==> src/rtl/demux_1x4_reg.sv <==
// Registered 1-to-4 demultiplexer: routes each valid word to lane a/b/c/d chosen by
// {s1,s0} or a round-robin pointer, with per-lane valid pulses and saturating counts.
module demux_1x4_reg #(
  parameter int W     = 8,
  parameter int CNT_W = 8
) (
  input  logic             clk,
  input  logic             rst,
  input  logic             in_valid,
  input  logic [W-1:0]     din,
  input  logic             s0,
  input  logic             s1,
  input  logic             mode,
  output logic [W-1:0]     a,
  output logic [W-1:0]     b,
  output logic [W-1:0]     c,
  output logic [W-1:0]     d,
  output logic             va,
  output logic             vb,
  output logic             vc,
  output logic             vd,
  output logic [1:0]       ptr,
  output logic [CNT_W-1:0] ca,
  output logic [CNT_W-1:0] cb,
  output logic [CNT_W-1:0] cc,
  output logic [CNT_W-1:0] cd
);

  logic [W-1:0]     lane_q [4];
  logic [CNT_W-1:0] cnt_q  [4];
  logic [3:0]       vld_q;
  logic [1:0]       ptr_q;
  logic [1:0]       lane_sel;

  // Select pins are only looked at when a word is accepted, so X on them is harmless.
  assign lane_sel = mode ? ptr_q : {s1, s0};

  // NOTE: non-blocking assignments keep every register sampling pre-edge values,
  // so the pointer used for lane_sel is the one before its own increment.
  always_ff @(posedge clk) begin
    if (rst) begin
      // NOTE: the lane "memory" is four plain registers, so clearing it on reset is
      // cheap and gives consumers a defined value before the first word.
      for (int i = 0; i < 4; i++) begin
        lane_q[i] <= '0;
        cnt_q[i]  <= '0;
      end
      vld_q <= '0;
      ptr_q <= '0;
    end else if (in_valid) begin
      lane_q[lane_sel] <= din;
      vld_q            <= 4'b0001 << lane_sel;
      if (cnt_q[lane_sel] != {CNT_W{1'b1}})
        cnt_q[lane_sel] <= cnt_q[lane_sel] + 1'b1;
      if (mode)
        ptr_q <= ptr_q + 2'd1;
    end else begin
      vld_q <= '0;
    end
  end

  assign a   = lane_q[0];
  assign b   = lane_q[1];
  assign c   = lane_q[2];
  assign d   = lane_q[3];
  assign va  = vld_q[0];
  assign vb  = vld_q[1];
  assign vc  = vld_q[2];
  assign vd  = vld_q[3];
  assign ptr = ptr_q;
  assign ca  = cnt_q[0];
  assign cb  = cnt_q[1];
  assign cc  = cnt_q[2];
  assign cd  = cnt_q[3];

endmodule
==> config.mk <==
export PLATFORM = sky130hd
export DESIGN_NAME = demux_1x4_reg
export DESIGN_NICKNAME = d
export VERILOG_FILES = /design/src/rtl/demux_1x4_reg.sv
export SDC_FILE = /design/constraint.sdc
export NUM_CORES = 1
export LEC_CHECK = 0
export ABC_AREA = 1
export CORE_MARGIN = 2
export CORE_UTILIZATION = 40
export CTS_CLUSTER_SIZE = 40
export DETAILED_ROUTE_END_ITERATION = 12
export DONT_BUFFER_PORTS = 1
export HOLD_SLACK_MARGIN = 0.08
export PLACE_DENSITY = 0.64
export SLEW_MARGIN = 20
export SYNTH_ARGS = -nofsm -noshare
export SYNTH_HDL_FRONTEND = slang
export SYNTH_SLANG_ARGS = --single-unit
==> constraint.sdc <==
create_clock -name clk -period 3.22 [get_ports clk]
set_clock_uncertainty 0.05 [all_clocks]
set_input_delay 0.483 -clock clk [delete_from_list [all_inputs] [get_ports clk]]
set_output_delay 0.483 -clock clk [all_outputs]
set_load 0.02 [all_outputs]
==> run metrics <==
Synth Area in XOR/XNOR less than 1%; Die X 92.24 um; GPL Wtd Cong between 0.9 and 1; Initial Utilization between 40% and 50%; Power Total 2.196 mW; DRC viols 0; wire length per cell 16.98 um; Mapped Cells 320; Final Hold Viols 0; status finished clean; count of buffers from port buffering 0; Core ar. 7647 um2; Rows 32; HPWL after DPL ~5300 um; fillcell total around 720; Post-synth EDFFs between 60 and 70; syn_area_per_cell a little under 10 um2; global route overflow 0; post-synthesis compound-gate area fraction under 10%; vias in the first global route just over 2000; Final Setup Violations 0; Most used DFF post-synth edfxtp_1; clk sinks 70; 1st-pass router iterations 4; Nets ~340; Ports 84; Final Max Slew Viols 0; Root Buffer Master clkbuf_8; Tmin final between 2 and 3 ns; First DRT Iteration DRCs 120; worst flop-to-flop path startpoint ptr[0]$_SDFFE_PP0P_; synth cell count leaders 67 x nor2_1, 64 x edfxtp_1, 63 x nand2_1; Syn. warnings 0; unrepaired setup endpoints after global routing no; FF-to-FF path depth 11; CP Capture Type flop; Crit path required time 3.17 ns; Synth Net Count about 340; top cell type's share of synthesized area between 60 and 70%; largest cells by area after synthesis edfxtp_1 62%, nor2_1 8.1%, nand2_1 7.6%, inv_1 6.6%, nand3_1 5.3%; maximum clock rate about 390 MHz; post-synthesis sequential area ratio about two thirds; ant diodes 0; CTS Hold Buffers Added 0; gr usage total ~18%; worst slew pin tran approximately 0.6 ns; Mapped Area a little over 3000 um2; share of synthesized registers carrying an async set or reset 0%; multi-input logic area between 800 and 900 um2; crit path launch type flop; Synth Area in Adders 0.4018%; Clock Latency Late Sink approximately 0.34 ns; crit-path max FO 12; largest net degree at the start of global routing 19; reg2reg end cnt_q[2][4]$_SDFFCE_PN0P_; CP Capture Point cnt_q[2][4]$_SDFFCE_PN0P_; DIE AREA approximately 8500 um2; first-pass GRT wire length around 11000 um; Crit Path Class flop to flop; height of the die 92.24 um; Reg area between 2000 and 2500 um2; most numerous cell in the Yosys netlist nor2_1; final setup TNS 0 ns; fin crit share 80.40%; Max-slew headroom between 60% and 70%; Num CTS Buffers 9; Layout area overhead 11.41%; Worst-path clk slew 0.07 ns; initial antenna violation count 0; Yosys cell types 24; CP arrival between 2 and 3 ns; DRT Wirelength ~7400 um; FF-to-FF setup slack 0.63 ns; Vias about 2200; largest family of logic cells by synthesized area simple AND/OR/NAND/NOR gates; Yosys reg bits 70; Longest Clk Path Bufs 2; Power Density 632.8 nW/um2; Post-DRT Antenna Nets 0; Peak VDD IR 0.1902 mV; max cap viols 0; # Post-CTS Setup Buffers 0; Hold Crit Class input pin to flop; vias per inst approximately 5.0; CTS tree built; layout cells sized above 1 under 10%; Critical Path Start ptr[0]$_SDFFE_PP0P_; mux cell area share after synthesis 0%; Post-Synth Simple-Gate Area a little under a quarter; post-cts repair resize count 0; Max H-tree Level 3; static leakage around 1.5 nW; cell taking the most area after synthesis edfxtp_1
## stage by stage
step / hold slack (ns) / area (um2) / util [%] / worst slack [ns] / cells
final: 0.1561 / 3470 / 45.37 / 0.6310 / 434
after global routing: 0.1392 / 3470 / 45.37 / 0.4510 / 434
after CTS: 0.1321 / 3470 / 45.37 / 0.6344 / 434
after detailed placement: 0.5112 / 3226 / 42.18 / 0.5290 / 418
after global placement: 0.5178 / 3226 / 42.18 / 0.5017 / 418
after floorplan: 0.5054 / 3114 / - / 0.7101 / 320
## final cells by class
type | instances | area share, %
clock inverter | 7 | 3.462
tap | 102 | 3.678
inverter | 56 | 6.058
clock buffer | 9 | 3.570
timing repair buffer | 5 | 1.082
multi-input combinational | 185 | 23.30
sequential | 70 | 58.85
## worst min-delay path by stage
| stage | from | endpoint | slack (ns) | cells after the start |
|---|---|---|---|---|
| 6_report | rst | vld_q[3]$_SDFF_PP0_ | 0.16 | 1 |
| 5_1_grt | rst | vld_q[3]$_SDFF_PP0_ | 0.14 | 1 |
| 4_1_cts | rst | vld_q[3]$_SDFF_PP0_ | 0.13 | 1 |
| 3_5_place_dp | rst | vld_q[3]$_SDFF_PP0_ | 0.51 | 1 |
| 3_3_place_gp | rst | vld_q[3]$_SDFF_PP0_ | 0.52 | 1 |
| 2_1_floorplan | rst | vld_q[3]$_SDFF_PP0_ | 0.51 | 1 |
## report_power, final
part / leakage (nW) / switching (mW) / internal (mW)
logic: 0.661 / 0.132 / 0.0458
registers: 0.715 / 0.100 / 1.06
clock network: 0.121 / 0.344 / 0.517
## per-layer routing
| metal | vias up | global-route usage (%) | routed length, um |
|---|---|---|---|
| met5 | - | 0 | 0 |
| met4 | 0 | 6.219 | 144 |
| met3 | 11 | 8.217 | 776 |
| met2 | 96 | 27.94 | 3530 |
| met1 | 1033 | 21.41 | 2917 |
| li1 | 1028 | - | - |
## worst max-delay path, cell delays in order, from the launching register on
cell	delay (ns)
dfxtp_1	0.47
nand2_1	0.18
buf_4	0.22
nand3_1	0.11
nand3_1	0.08
nand2_1	0.12
ha_1	0.19
nand2_1	0.12
nor2_4	0.18
nand2_1	0.14
nand2_1	0.11
nand2_1	0.27
## cells by family after synthesis
family	after synthesis
flops	70
simple gates	173
xor+xnor	1
compound gates	10
buf+inv	65
fa+ha+maj	1
## sequential cells by signal, indices dropped and copies added, names as in the netlist
| signal | cells |
|---|---|
| cnt_q | 32 |
| ptr | 2 |
| lane_q | 32 |
| vld_q | 4 |
## cell usage in the layout (no fill, tap or decap)
cell and instances:
ha_1 1, edfxtp_1 64, inv_6 1, clkbuf_8 9, nand3b_1 2, clkinv_4 2, o21ai_1 1, inv_1 55
nor3_1 3, nor2_4 1, dfxtp_1 6, nand3_1 33, buf_4 5, a21oi_1 4, clkinv_1 1, bufinv_16 3
nor2_2 1, nor2_1 67, nand2_4 2, o21ai_0 3, nand2_2 1, xor2_1 1, inv_2 1, nand2_1 63
o21ai_2 1, a21oi_2 1
No activity file was read; power rests on OpenSTA's default activity.
